===== config.mk =====
export PLATFORM = sky130hd
export DESIGN_NAME = freqm_gate_counter
export DESIGN_NICKNAME = d
export VERILOG_FILES = /design/src/rtl/freqm_gate_counter.sv
export SDC_FILE = /design/constraint.sdc
export NUM_CORES = 1
export LEC_CHECK = 0
export CAP_MARGIN = 25
export CORE_MARGIN = 10
export CORE_UTILIZATION = 51
export CTS_CLUSTER_SIZE = 14
export DETAILED_ROUTE_END_ITERATION = 7
export PLACE_DENSITY_LB_ADDON = 0.08
export SLEW_MARGIN = 10
export SYNTH_ARGS = -nofsm -noshare
export SYNTH_HDL_FRONTEND = slang
export SYNTH_SLANG_ARGS = --single-unit

===== constraint.sdc =====
create_clock -name CLK -period 4.6 [get_ports CLK]
set_clock_uncertainty 0.05 [all_clocks]
set_input_delay 0.46 -clock CLK [delete_from_list [all_inputs] [get_ports CLK]]
set_output_delay 0.46 -clock CLK [all_outputs]
set_load 0.005 [all_outputs]

===== src/rtl/freqm_gate_counter.sv =====
// Gate-window frequency counter: counts FX rising edges over GATE_CYC cycles of CLK into a 4-digit BCD result.
// Result lands GATE_CYC+2 cycles after RUN is sampled; there is no backpressure, and VALID is a single-cycle strobe.
module freqm_gate_counter #(
    parameter int unsigned GATE_CYC = 1000
) (
    input  logic        CLK,
    input  logic        nCLR,
    input  logic        RUN,
    input  logic        FX,
    output logic [15:0] Q,
    output logic        OVF,
    output logic        VALID,
    output logic        GATE
);

    localparam logic [1:0] ST_IDLE  = 2'd0;
    localparam logic [1:0] ST_CLEAR = 2'd1;
    localparam logic [1:0] ST_COUNT = 2'd2;
    localparam logic [1:0] ST_LATCH = 2'd3;

    localparam logic [31:0] LAST_CYC = 32'(GATE_CYC - 1);

    logic [1:0]  state;
    logic [1:0]  state_nxt;
    logic [31:0] timer;
    logic [15:0] cnt;
    logic [15:0] cnt_inc;
    logic [15:0] cnt_nxt;
    logic        cnt_carry;
    logic        carry;
    logic        sticky;
    logic        sticky_nxt;
    logic        fx_meta;
    logic        fx_sync;
    logic        fx_prev;
    logic        fx_rise;
    logic        count_en;
    logic        last_cyc;

    // FX is asynchronous: two flops for metastability, a third to find the rising edge.
    always_ff @(negedge CLK or negedge nCLR) begin
        if (!nCLR) begin
            fx_meta <= 1'b0;
            fx_sync <= 1'b0;
            fx_prev <= 1'b0;
        end else begin
            fx_meta <= FX;
            fx_sync <= fx_meta;
            fx_prev <= fx_sync;
        end
    end

    assign fx_rise  = fx_sync & ~fx_prev;
    assign count_en = (state == ST_COUNT) && fx_rise;
    assign last_cyc = (state == ST_COUNT) && (timer == LAST_CYC);

    // Decimal ripple increment: each digit rolls 9 -> 0 and passes the carry upward.
    always_comb begin
        cnt_inc = cnt;
        carry   = 1'b1;
        for (int d = 0; d < 4; d++) begin
            if (carry) begin
                if (cnt[4*d +: 4] == 4'd9) begin
                    cnt_inc[4*d +: 4] = 4'd0;
                end else begin
                    cnt_inc[4*d +: 4] = cnt[4*d +: 4] + 4'd1;
                    carry             = 1'b0;
                end
            end
        end
        cnt_carry = carry;
    end

    always_comb begin
        cnt_nxt    = cnt;
        sticky_nxt = sticky;
        if (count_en) begin
            cnt_nxt    = cnt_inc;
            sticky_nxt = sticky | cnt_carry;
        end
    end

    // RUN is only consulted in IDLE and LATCH, so dropping it mid-window lets the window finish.
    always_comb begin
        state_nxt = state;
        case (state)
            ST_IDLE:  state_nxt = RUN ? ST_CLEAR : ST_IDLE;
            ST_CLEAR: state_nxt = ST_COUNT;
            ST_COUNT: state_nxt = last_cyc ? ST_LATCH : ST_COUNT;
            ST_LATCH: state_nxt = RUN ? ST_CLEAR : ST_IDLE;
            default:  state_nxt = ST_IDLE;
        endcase
    end

    always_ff @(negedge CLK or negedge nCLR) begin
        if (!nCLR) begin
            state <= ST_IDLE;
        end else begin
            state <= state_nxt;
        end
    end

    always_ff @(negedge CLK or negedge nCLR) begin
        if (!nCLR) begin
            timer  <= '0;
            cnt    <= '0;
            sticky <= 1'b0;
        end else begin
            case (state)
                ST_CLEAR: begin
                    timer  <= '0;
                    cnt    <= '0;
                    sticky <= 1'b0;
                end
                ST_COUNT: begin
                    timer  <= timer + 32'd1;
                    cnt    <= cnt_nxt;
                    sticky <= sticky_nxt;
                end
                default: ;
            endcase
        end
    end

    // Result is captured from the next-count value so an edge in the final COUNT cycle is included.
    always_ff @(negedge CLK or negedge nCLR) begin
        if (!nCLR) begin
            Q   <= '0;
            OVF <= 1'b0;
        end else if (last_cyc) begin
            Q   <= cnt_nxt;
            OVF <= sticky_nxt;
        end
    end

    assign VALID = (state == ST_LATCH);
    assign GATE  = (state == ST_COUNT);

endmodule


==> qor.csv <==
metric,value,unit
worstSetupPathType,reg -> out,
viasPerCell,5.612,
cts_made_buffers,9,
critPathRequiredTime,4.09,ns
path_max_fanout,3,
synthMostInstantiatedCell,dfrtn_1,
status,"complete, no violations",
synth_top_area_cell,dfrtn_1,
netlist_instances,399,
finalSetupViolCount,0,
nFillCells,655,
synth_edf_count,0,
place_inst,503,
maxCapViolCount,0,
ys.flop_type,dfrtn_1,
finalNonFillerCells,520,
regArea,1777,um^2
worstHoldPathType,reg -> reg,
path_clk_slew,0.05,ns
grt_max_degree,72,
synth-simple-area-share,0.2650,
syn_to_final_growth,14.28,%
dieArea,11120,um^2
vias,2918,
dr.pass1.iters,4,
grt_pass1_vias,2827,
clock-root-buffer,clkbuf_8,
clk_path_buf_depth,2,
slew_headroom,0.3653,
setup_tns,0,ns
fin_area,4257,um^2
dieWidth,105.5,um
multi_input_area,1818,um^2
first_iter_violations,113,
cellPowerDensity,323.9,nW/um^2
synth_area,3725,um^2
synth_top_family_by_area,simple AND/OR/NAND/NOR gates,
synth_nets,407,
port_buffers,22,
slowest_delay,0.45,ns
synth_xor_area_frac,0.07995,
ioPinCount,23,
dp_slack,0.6609,ns
finalWirelength,7.711,mm
cts_sinks,71,
synthMuxAreaShare,0.01209,
cts_tree,yes,
leakage,0.001836,uW
cp_cell_sequence,inv_1 -> ha_1 -> clkdlybuf4s50_1,
synth-compound-area-share,0.1176,
ys_seq_elements,71,
synth.distinct_cells,50,
grt_pass1_wl,13.18,mm
htree_levels,3,
endpoint_kind,primary output,
post_drt_wl_per_cell,14.83,um
nets,424,
timing.final.ws_setup,0.3144,ns
overflow,0,
placed_area,4010,um^2
worstSetupStartpoint,state[0]$_DFF_NN0_,
n_antenna_cell,0,
drc,0,
die_height,105.5,um
start_util,0.5191,
synth.avg_cell_area,9.335,um^2
grt_use_total,0.1414,
dp_hpwl,4.998,mm
maxSlewViolCount,0,
drtAntennaViolNets,0,
yosys-top-cells-count,"71 x dfrtn_1, 53 x nand2_1, 37 x nor2_1",
fp.coreArea,7176,um^2
cp_slowest_cell,clkdlybuf4s50_1,
fp-row-count,31,
gp_congestion,0.8220,
crit_family,buffers and inverters,
hold_viol_final,0,
worst_ep_arrival_time,3.78,ns
ys_seq_area_frac,0.4770,
async_reset_ff_frac,1.000,
worstHoldStart,fx_meta$_DFF_NN0_,
cts_hold_buf,0,
critPathBufInv,2,
clk_latency,0.34,ns
layout-drive-gt1-share,0.08551,
antenna_found_initial,0,
peakVddDrop,176.0,uV
rsz0062_at_grt,no,
cts_setup_buffers,0,
synth_top_area_frac,0.4770,
synthTopCellsByArea,"dfrtn_1 48%, xor2_1 6.3%, nand2_1 5.3%, o21ai_0 4.8%, nor2_1 3.7%",
r2r_start,state[0]$_DFF_NN0_,
cp-start-kind,flop,
synth_fa_ha_area_frac,0.01344,
worst_pin_slew,0.9486,ns
ys_warn_count,0,
cts_resized,0,
[path summary, 6_finish.rpt]
kind,endpoint,slack [ns],cells after the start
worst max-delay path,GATE,0.31,3
worst min register to register,fx_sync$_DFF_NN0_,0.25,0
max in group asynchronous,timer[23]$_DFFE_NN0P_,1.86,2
min in group asynchronous,Q[8]$_DFFE_NN0P_,2.25,2
worst min-delay path,fx_sync$_DFF_NN0_,0.25,0
worst max register to register,cnt[13]$_DFFE_NN0P_,1.67,6
[per-layer routing]
layer	GRT usage	share of wire
met1	0.1721	0.45
met2	0.2351	0.50
met5	0	0
met3	0.03654	0.041
met4	0.05392	0.012
[sequential cells by signal (all words and copies together) (netlist names)]
signal / count
fx_sync: 1
OVF: 1
sticky: 1
fx_meta: 1
cnt: 16
state: 2
fx_prev: 1
Q: 16
timer: 32
[where the power goes]
group	leakage [uW]	total [uW]	switching, uW	internal, uW
sequential	0.000961	698	46.4	652
clock	0.000112	577	243	334
combinational	0.000763	104	54.8	49.2
[through the flow]
step | hold slack, ns | power [uW] | util
floorplan | 0.2417 | 777.2 | -
finish | 0.2520 | 1379 | 0.5932
detailed placement | 0.2570 | 815.9 | 0.5588
global placement | 0.2562 | 811.5 | 0.5588
global route | 0.2571 | 1441 | 0.5932
CTS | 0.2570 | 1392 | 0.5911
[cell families after synthesis]
group,Yosys count
DFF,71
adders and majority gates,4
and+or+nand+nor,180
AOI/OAI and AO/OA,75
muxes,4
xor gates and xnor gates,34
buffers and inverters,31
[final cells by class]
cell class | count | share of cell area
clock buffers | 11 | 0.03557
multi-input cells | 297 | 0.4271
inverters | 11 | 0.009700
flip-flops and latches | 71 | 0.4174
repair buffers | 26 | 0.06232
clock inverters | 5 | 0.01881
well taps | 99 | 0.02910
[cell usage in the layout (no fill, tap or decap), types with 4 or more instances in the layout]
master and n:
a21oi_1 17, o31ai_1 11, nor2_1 37, xor2_1 27, o21ai_0 36, nand2_1 53
nand4_1 17, nor3_1 5, xnor2_1 7, nor4_1 6, clkdlybuf4s50_1 21, and3_1 6
mux2_2 4, nand2b_1 4, ha_1 4, nor2b_1 7, nand3_1 16, inv_1 10
dfrtn_1 71, clkbuf_8 11
(Power assumes the default switching activity.)
